--- src/rtl/renkon_ctrl_sink_if.sv ---
`default_nettype none
// ctrl_bus: three-wire frame handshake (start / valid / stop) between a pixel producer and a sink.
interface ctrl_bus;
  logic start;
  logic valid;
  logic stop;

  modport master (output start, output valid, output stop);
  modport slave  (input  start, input  valid, input  stop);
endinterface
`default_nettype wire

--- src/rtl/renkon_ctrl_sink.sv ---
`default_nettype none
// renkon_ctrl_sink: writes framed pixel streams into image memory, one flen-sized block per frame.
// Optional protocol checking and write clipping: define RENKON_SINK_CHECK_EN.
module renkon_ctrl_sink #(
  parameter int DWIDTH  = 16,
  parameter int LWIDTH  = 10,
  parameter int IMGSIZE = 12
) (
  input  logic                      clk,
  input  logic                      xrst,
  input  logic                      req,
  input  logic [IMGSIZE-1:0]        out_offset,
  input  logic [LWIDTH-1:0]         img_size,
  input  logic [LWIDTH-1:0]         fil_size,
  input  logic [LWIDTH-1:0]         total_out,
  ctrl_bus.slave                    in_ctrl,
  input  logic signed [DWIDTH-1:0]  in_data,
  output logic                      ack,
  output logic                      mem_we,
  output logic [IMGSIZE-1:0]        mem_addr,
  output logic signed [DWIDTH-1:0]  mem_wdata,
  output logic [LWIDTH-1:0]         frame_cnt,
  output logic                      frame_err
);

  localparam int FW = 2 * LWIDTH;

  localparam logic [1:0] S_IDLE = 2'd0;
  localparam logic [1:0] S_WAIT = 2'd1;
  localparam logic [1:0] S_RECV = 2'd2;
  localparam logic [1:0] S_DONE = 2'd3;

  logic [1:0]               state_q, state_d;
  logic [LWIDTH-1:0]        total_q;
  logic [FW-1:0]            flen_q;
  logic [LWIDTH-1:0]        frame_cnt_q, frame_cnt_d;
  logic [FW-1:0]            beat_idx_q, beat_idx_d;
  logic [IMGSIZE-1:0]       base_q, base_d;
  logic                     ack_q;
  logic                     we_q;
  logic [IMGSIZE-1:0]       addr_q;
  logic signed [DWIDTH-1:0] wdata_q;

  logic [FW-1:0]            side;
  logic [LWIDTH:0]          cnt_inc;
  logic                     accept_req;
  logic                     in_recv;
  logic                     restart;
  logic                     beat;
  logic                     stop_evt;
  logic                     last_frame;
  logic                     do_write;

  assign side       = FW'(img_size) - FW'(fil_size) + FW'(1);
  assign accept_req = (state_q == S_IDLE) && req;
  assign in_recv    = (state_q == S_RECV);
  // A start seen mid-frame restarts the frame; that cycle carries no data.
  assign restart    = in_recv && in_ctrl.start;
  assign beat       = in_recv && in_ctrl.valid && !in_ctrl.start;
  assign stop_evt   = in_recv && in_ctrl.stop && !in_ctrl.start;
  assign cnt_inc    = {1'b0, frame_cnt_q} + (LWIDTH+1)'(1);
  assign last_frame = (cnt_inc >= {1'b0, total_q});

`ifdef RENKON_SINK_CHECK_EN
  logic          err_q;
  logic          overrun;
  logic          err_set;
  logic [FW-1:0] beats_at_stop;

  assign overrun       = beat && (beat_idx_q >= flen_q);
  assign beats_at_stop = beat_idx_q + FW'(beat);
  assign do_write      = beat && !overrun;
  assign err_set       = restart
                       || (((state_q == S_IDLE) || (state_q == S_WAIT)) && in_ctrl.valid)
                       || (stop_evt && (beats_at_stop != flen_q))
                       || overrun;

  always_ff @(posedge clk or negedge xrst) begin
    if (!xrst) begin
      err_q <= 1'b0;
    end else if (accept_req) begin
      err_q <= 1'b0;
    end else if (err_set) begin
      err_q <= 1'b1;
    end
  end

  assign frame_err = err_q;
`else
  assign do_write  = beat;
  assign frame_err = 1'b0;
`endif

  always_comb begin
    state_d     = state_q;
    frame_cnt_d = frame_cnt_q;
    beat_idx_d  = beat_idx_q;
    base_d      = base_q;
    case (state_q)
      S_IDLE: begin
        if (req) begin
          state_d     = S_WAIT;
          frame_cnt_d = '0;
          beat_idx_d  = '0;
          base_d      = out_offset;
        end
      end
      S_WAIT: begin
        if (total_q == '0) begin
          state_d = S_DONE;
        end else if (in_ctrl.start) begin
          state_d    = S_RECV;
          beat_idx_d = '0;
        end
      end
      S_RECV: begin
        if (restart) begin
          beat_idx_d = '0;
        end else begin
          if (beat) begin
            beat_idx_d = beat_idx_q + FW'(1);
          end
          // Running base replaces out_offset + frame_cnt*flen.
          if (stop_evt) begin
            frame_cnt_d = frame_cnt_q + LWIDTH'(1);
            base_d      = base_q + IMGSIZE'(flen_q);
            state_d     = last_frame ? S_DONE : S_WAIT;
          end
        end
      end
      default: state_d = S_IDLE;
    endcase
  end

  always_ff @(posedge clk or negedge xrst) begin
    if (!xrst) begin
      state_q     <= S_IDLE;
      total_q     <= '0;
      flen_q      <= '0;
      frame_cnt_q <= '0;
      beat_idx_q  <= '0;
      base_q      <= '0;
      ack_q       <= 1'b0;
      we_q        <= 1'b0;
      addr_q      <= '0;
      wdata_q     <= '0;
    end else begin
      state_q     <= state_d;
      frame_cnt_q <= frame_cnt_d;
      beat_idx_q  <= beat_idx_d;
      base_q      <= base_d;
      if (accept_req) begin
        total_q <= total_out;
        flen_q  <= side * side;
      end
      we_q <= do_write;
      if (do_write) begin
        addr_q  <= base_q + IMGSIZE'(beat_idx_q);
        wdata_q <= in_data;
      end
      ack_q <= (state_q == S_DONE);
    end
  end

  assign ack       = ack_q;
  assign mem_we    = we_q;
  assign mem_addr  = addr_q;
  assign mem_wdata = wdata_q;
  assign frame_cnt = frame_cnt_q;

endmodule
`default_nettype wire

--- src/flat_wrapper.sv ---
// flat-port wrapper written by rule: the top's interface ports become plain ports
module renkon_ctrl_sink_flat 
#(
  parameter int DWIDTH  = 16,
  parameter int LWIDTH  = 10,
  parameter int IMGSIZE = 12
)
  (clk, xrst, req, out_offset, img_size, fil_size, total_out, in_data, ack, mem_we, mem_addr, mem_wdata, frame_cnt, frame_err, in_ctrl_start, in_ctrl_valid, in_ctrl_stop);
  ctrl_bus in_ctrl_i ();
  input  logic clk;
  input  logic xrst;
  input  logic req;
  input  logic [IMGSIZE-1:0] out_offset;
  input  logic [LWIDTH-1:0] img_size;
  input  logic [LWIDTH-1:0] fil_size;
  input  logic [LWIDTH-1:0] total_out;
  input  logic signed [DWIDTH-1:0] in_data;
  output logic ack;
  output logic mem_we;
  output logic [IMGSIZE-1:0] mem_addr;
  output logic signed [DWIDTH-1:0] mem_wdata;
  output logic [LWIDTH-1:0] frame_cnt;
  output logic frame_err;
  input wire logic [$bits(in_ctrl_i.start)-1:0] in_ctrl_start;
  input wire logic [$bits(in_ctrl_i.valid)-1:0] in_ctrl_valid;
  input wire logic [$bits(in_ctrl_i.stop)-1:0] in_ctrl_stop;
  assign in_ctrl_i.start = in_ctrl_start;
  assign in_ctrl_i.valid = in_ctrl_valid;
  assign in_ctrl_i.stop = in_ctrl_stop;
  renkon_ctrl_sink #(.DWIDTH(DWIDTH), .LWIDTH(LWIDTH), .IMGSIZE(IMGSIZE)) u_core (.clk(clk), .xrst(xrst), .req(req), .out_offset(out_offset), .img_size(img_size), .fil_size(fil_size), .total_out(total_out), .in_ctrl(in_ctrl_i), .in_data(in_data), .ack(ack), .mem_we(mem_we), .mem_addr(mem_addr), .mem_wdata(mem_wdata), .frame_cnt(frame_cnt), .frame_err(frame_err));
endmodule
--- config.mk ---
export PLATFORM = sky130hd
export DESIGN_NAME = renkon_ctrl_sink_flat
export DESIGN_NICKNAME = d
export VERILOG_FILES = /design/src/rtl/renkon_ctrl_sink_if.sv /design/src/rtl/renkon_ctrl_sink.sv /design/src/flat_wrapper.sv
export SDC_FILE = /design/constraint.sdc
export NUM_CORES = 1
export LEC_CHECK = 0
export BUFFER_PORTS_ARGS = -buffer_cell sky130_fd_sc_hd__buf_4
export CORE_MARGIN = 3
export CORE_UTILIZATION = 60
export DETAILED_ROUTE_END_ITERATION = 8
export GPL_ROUTABILITY_DRIVEN = 0
export PLACE_DENSITY = 0.93
export SYNTH_ARGS = -nofsm -noshare
export SYNTH_HDL_FRONTEND = slang
export SYNTH_SLANG_ARGS = --single-unit
--- constraint.sdc ---
create_clock -name clk -period 6.3 [get_ports clk]
set_input_delay 1.89 -clock clk [delete_from_list [all_inputs] [get_ports clk]]
set_output_delay 1.89 -clock clk [all_outputs]
set_load 0.02 [all_outputs]
After elaboration in Yosys (flattened, before gate mapping)

Index checks and enable logic that the tools add are counted.

Add/subtract/negate cells: 7
Multipliers: 1
Magnitude comparators: 1
Equality and inequality tests: 10
Multiplexer cells: 21
Reductions and logical operators: 14

Operators with widths:

| cell                                                             | count |
|---|---|
| 20-bit 2-to-1 mux                                                | 5 |
| 20-bit one-hot mux with 3 select lines                           | 1 |
| 20-bit by 1-bit adder with 20-bit output (second input constant) | 2 |
| 12-bit 2-to-1 mux                                                | 3 |
| 10-bit 2-to-1 mux                                                | 3 |
| 12-bit adder                                                     | 2 |
| 12-bit one-hot mux with 2 select lines                           | 1 |
| 20-bit by 20-bit multiplier with 12-bit output                   | 1 |
| 10-bit one-hot mux with 2 select lines                           | 1 |
| 2-bit 2-to-1 mux                                                 | 6 |
| 10-bit by 1-bit adder with 11-bit output (second input constant) | 1 |
| 11-bit by 10-bit greater-or-equal comparator with 1-bit output   | 1 |
| 10-bit by 10-bit subtractor with 11-bit output                   | 1 |
| 10-bit by 1-bit adder with 10-bit output (second input constant) | 1 |
| 10-bit logical NOT                                               | 1 |
| 2-bit != test (second input constant)                            | 5 |
| 4-bit AND reduction                                              | 2 |
| 1-bit logical AND                                                | 6 |
| 2-bit one-hot mux with 3 select lines                            | 1 |
| 5-bit AND reduction                                              | 1 |
| 2-bit == test (second input constant)                            | 2 |
| 3-bit by 2-bit != test with 1-bit output (second input constant) | 1 |
| 3-bit != test (second input constant)                            | 1 |
| 3-bit nonzero test                                               | 1 |
| 4 further kinds                                                  | 4 |

Register bits after elaboration: 96
Word-level logic and storage cells: 64

Longest topological paths before layout

Depth after elaboration: 6
Gate-level depth with buffers: 27
Depth with buffers taken out: 27

Worst setup path before layout

No wires, ideal clock.

Kind: input to register
Start: input port img_size[0]
End: register u_core.flen_q[11]
Library setup time: 0.132 ns
Data arrival time: 7.421 ns
Required time: 6.168 ns
Slack: -1.252 ns
Stages: 23
Buffers on the path: 0
Cells stage by stage: inv_1 ha_1 inv_1 fa_1 a21o_2 a21oi_1 xnor2_1 nor4b_1 nand2b_1 xnor2_1 nand2_1 fa_1 inv_1 fa_1 inv_1 fa_1 fa_1 fa_1 inv_1 ha_1 o41ai_1 xnor2_1 o21ai_0

Longest elaborated chain between the ends: 3

RTL lines:

| what                                           | RTL line                | text |
|---|---|---|
| start, declared                                | flat_wrapper.sv:14      | `input logic [LWIDTH-1:0] img_size;` |
| 10-bit by 10-bit subtractor with 11-bit output | renkon_ctrl_sink.sv:54  | `assign side = FW'(img_size) - FW'(fil_size) + FW'(1);` |
| 20-bit by 1-bit adder with 20-bit output       | renkon_ctrl_sink.sv:54  |  |
| 20-bit by 20-bit multiplier with 12-bit output | renkon_ctrl_sink.sv:154 | `flen_q <= side * side;` |
| end signal, assigned                           | renkon_ctrl_sink.sv:154 |  |
| end, declared                                  | renkon_ctrl_sink.sv:35  | `logic [FW-1:0] flen_q;` |

Every way passes these cells.
A chain may end at the register's enable or synchronous reset.

Worst setup path in the final report

Start: input port img_size[0]
End: register u_core.flen_q[10]

Same word-level chain as after synthesis.

==> metrics.txt <==
status=complete, but fails checks; failing checks=setup timing; Slew Limit Fails=0; highest-delay cell along the critical path=fa_1; crit-path max cell delay=0.53 ns; Final Cell Area=9140 um2; Sequential Power Share=14.5%; Yosys top cell area share=31.0%; final clock skew=0.0110 ns; Die Wd=114 um; Final Util=82.2%; RSZ-0062 raised after global routing=yes; combinational share of power=76.8%; Clock Root Buffer=clkbuf_16; first-pass GRT wire length=33500 um; hold slack final=0.479 ns; Setup Crit Path Kind=input port to flip-flop; total track usage=32.2%; starting density of the core=63.1%; Detailed Route WL=21200 um; register bit count reported by yosys=87; ys async rst share=100%; initial antenna violation count=0; crit share post-route=114%; area grow syn2layout=30.2%; Worst Tran Pin Value=1.23 ns; clock tree buffer depth=2; worst rel slew slack=17.7%; DRT Pass-1 Iters=7; leading post-synthesis cells by cell area=dfrtp_1 31%, ha_1 13%, fa_1 9.4%; hold path start=u_core.mem_wdata[3]$_DFFE_PN0P_; Synth Cell Area=7020 um2; Die Area=13000 um2; Avg WL per Cell=18.6 um; f_max=140 MHz; io pins=105; # setup viols final=5; Antenna Nets Post-Route=0; synth unique cells=63; Ant. Diodes=0; vias per std cell=6.07; Pleak=0.00471 uW; design internal power=3620 uW; EDFF count, synth=0; cell area power density=711 nW/um2; syn avg cell area=8.54 um2; Peak VDD IR=778 uV; Period minus WS final=7.15 ns; total power=6500 uW; largest net degree at the start of global routing=88; Vias=6915; capture instance of the worst register-to-register path=u_core.frame_cnt[5]$_DFFE_PN0P_; Worst Setup Start Kind=input port; top_reg_cell synth=dfrtp_1; Synth top cells by count=155 x nand2_1, 101 x inv_1, 87 x dfrtp_1; # hold bufs at CTS=0; crit path max fanout=3; port bufs=103; final worst slack=-0.853 ns; CTS tree=done; R2R Path Start=u_core.state_q[0]$_DFFE_PN0P_; Layout Nets=1163; Initial DRC Count=581; most frequent cell after synthesis=nand2_1; r2r setup slk=3.17 ns; worst hold path type=flip-flop to flip-flop; Critical Path Sink Type=flip-flop; sequential fraction of the synthesis area=31.0%; H-tree Lvls=3; Clk Latency, worst-skew pair=0.36 ns; sw frac=44.3%; total CTS buffers=9; WP data required=6.50 ns; Hold Path End=u_core.mem_wdata[3]$_DFFE_PN0P_; clock group share of total power=8.8%; most used cell, CP=fa_1; Yosys top cell by area=dfrtp_1; cells after synthesis=822; row count=38; Synthesis Warnings=0; number of global-route vias before repair=7166; DP HPWL=13600 um; NetSw=2880 uW; post-place setup slack=-1.24 ns; hold depth=2; layout cells sized above 1=27.4%; Core Region=11100 um2; # clock sinks=87; GRT overflow=0; Die Y=114 um; final hold violations=0; Worst R2R Path Depth=6; synthesized net count=991; Max-Cap Viols=0; clock slew at reported path FFs=0.07 ns; DRC=0; Critical Path AT=7.35 ns; area post-placement=8560 um2
## how the worst max path moves through the flow
stage                           start                       endpoint  slack [ns]  cells after the start
final                     img_size[0]  u_core.flen_q[10]$_DFFE_PN0P_       -0.85                     27
after global routing      img_size[0]  u_core.flen_q[11]$_DFFE_PN0P_       -1.10                     28
after CTS                 img_size[0]  u_core.flen_q[11]$_DFFE_PN0P_       -0.70                     26
after detailed placement  img_size[0]  u_core.flen_q[11]$_DFFE_PN0P_       -1.24                     26
after global placement    img_size[0]  u_core.flen_q[11]$_DFFE_PN0P_       -1.05                     26
after floorplan           img_size[0]  u_core.flen_q[11]$_DFFE_PN0P_       -0.87                     25
## worst max-delay path: cells and delay by family
kind	cells	cell delay [ns]
XOR/XNOR	3	0.51
AND/OR/NAND/NOR	3	0.55
buffers and inverters	10	0.89
AO/OA/AOI/OAI	3	0.46
adder cells (fa/ha/maj)	8	3.02
## timing repair
action / in CTS / in global routing
buffers inserted: 6 / 5
pin swaps: 35 / 25
resized for setup: 17 / 36
setup endpoints to repair: 6 / 7
## metrics by stage
stage	setup TNS [ns]	instances
after floorplan	-2.37	822
after global placement	-4.60	1115
after detailed placement	-5.63	1115
after CTS	-2.30	1137
after global routing	-4.07	1139
final	-2.93	1139
## sequential cells by signal, summed over array words and instances, names as in the netlist, 2 cells and up
| name | count |
|---|---|
| u_core.beat_idx_q | 12 |
| u_core.total_q | 10 |
| u_core.flen_q | 11 |
| u_core.state_q | 2 |
| u_core.base_q | 12 |
| u_core.frame_cnt | 10 |
| u_core.mem_addr | 12 |
| u_core.mem_wdata | 16 |
## cell type report
cell class | instances | area (um2)
multi-input cells | 615 | 4710
flip-flops and latches | 87 | 2180
fillers | 584 | 1980
well taps | 140 | 175
inverters | 102 | 398
repair buffers | 179 | 1370
clock inverters | 7 | 87.6
clock buffers | 9 | 225
## layout by cell type (no fill, tap or decap), drive strengths merged, types with 2 or more instances in the layout
| cell | instances |
|---|---|
| nand2b | 8 |
| and2 | 4 |
| o22ai | 2 |
| xnor2 | 31 |
| a21oi | 27 |
| nor4 | 3 |
| nand4 | 3 |
| clkinv | 4 |
| nor3 | 7 |
| nand2 | 156 |
| buf | 179 |
| clkbuf | 9 |
| o21bai | 3 |
| or2 | 4 |
| or3 | 8 |
| a2111oi | 5 |
| a311oi | 2 |
| a21o | 10 |
| ha | 72 |
| dfrtp | 87 |
| or4 | 4 |
| xor2 | 27 |
| o21a | 13 |
| o31ai | 6 |
| a211oi | 4 |
| nor2 | 57 |
| o211ai | 3 |
| and3 | 12 |
| o21ai | 57 |
| a31oi | 7 |
| inv | 104 |
| nand3 | 20 |
| fa | 33 |
| o41ai | 2 |
| nor2b | 6 |
## metal layers
layer	vias to the layer above	track usage (%)	routed length (um)	part of all wire [%]
met5	-	0	0	0
met4	0	18.6	1070	5.1
met3	104	6.18	1460	6.9
met2	399	59.4	11300	53
met1	3325	33.8	7370	35
li1	3087	-	-	-
## cell families (layout without fill, tap and decap cells)
kind of cell | Yosys count | in the layout | share of synthesized area, %
muxes | 1 | 1 | 0.143
xor gates and xnor gates | 58 | 58 | 7.24
DFF | 87 | 87 | 31.0
AOI/OAI and AO/OA | 152 | 152 | 13.7
and+or+nand+nor | 298 | 298 | 19.1
other | 1 | 1 | 0.0534
adders and majority gates | 105 | 105 | 22.2
buffers and inverters | 120 | 297 | 6.47
## power groups by stage
stage	Sequential, uW	Combinational (uW)	Clock (uW)
3_3_place_gp	916	3950	0
2_1_floorplan	996	2860	0
5_1_grt	955	5560	596
6_report	939	4990	569
4_1_cts	929	4600	566
3_5_place_dp	930	4200	0
No activity file was read; power rests on OpenSTA's default activity.
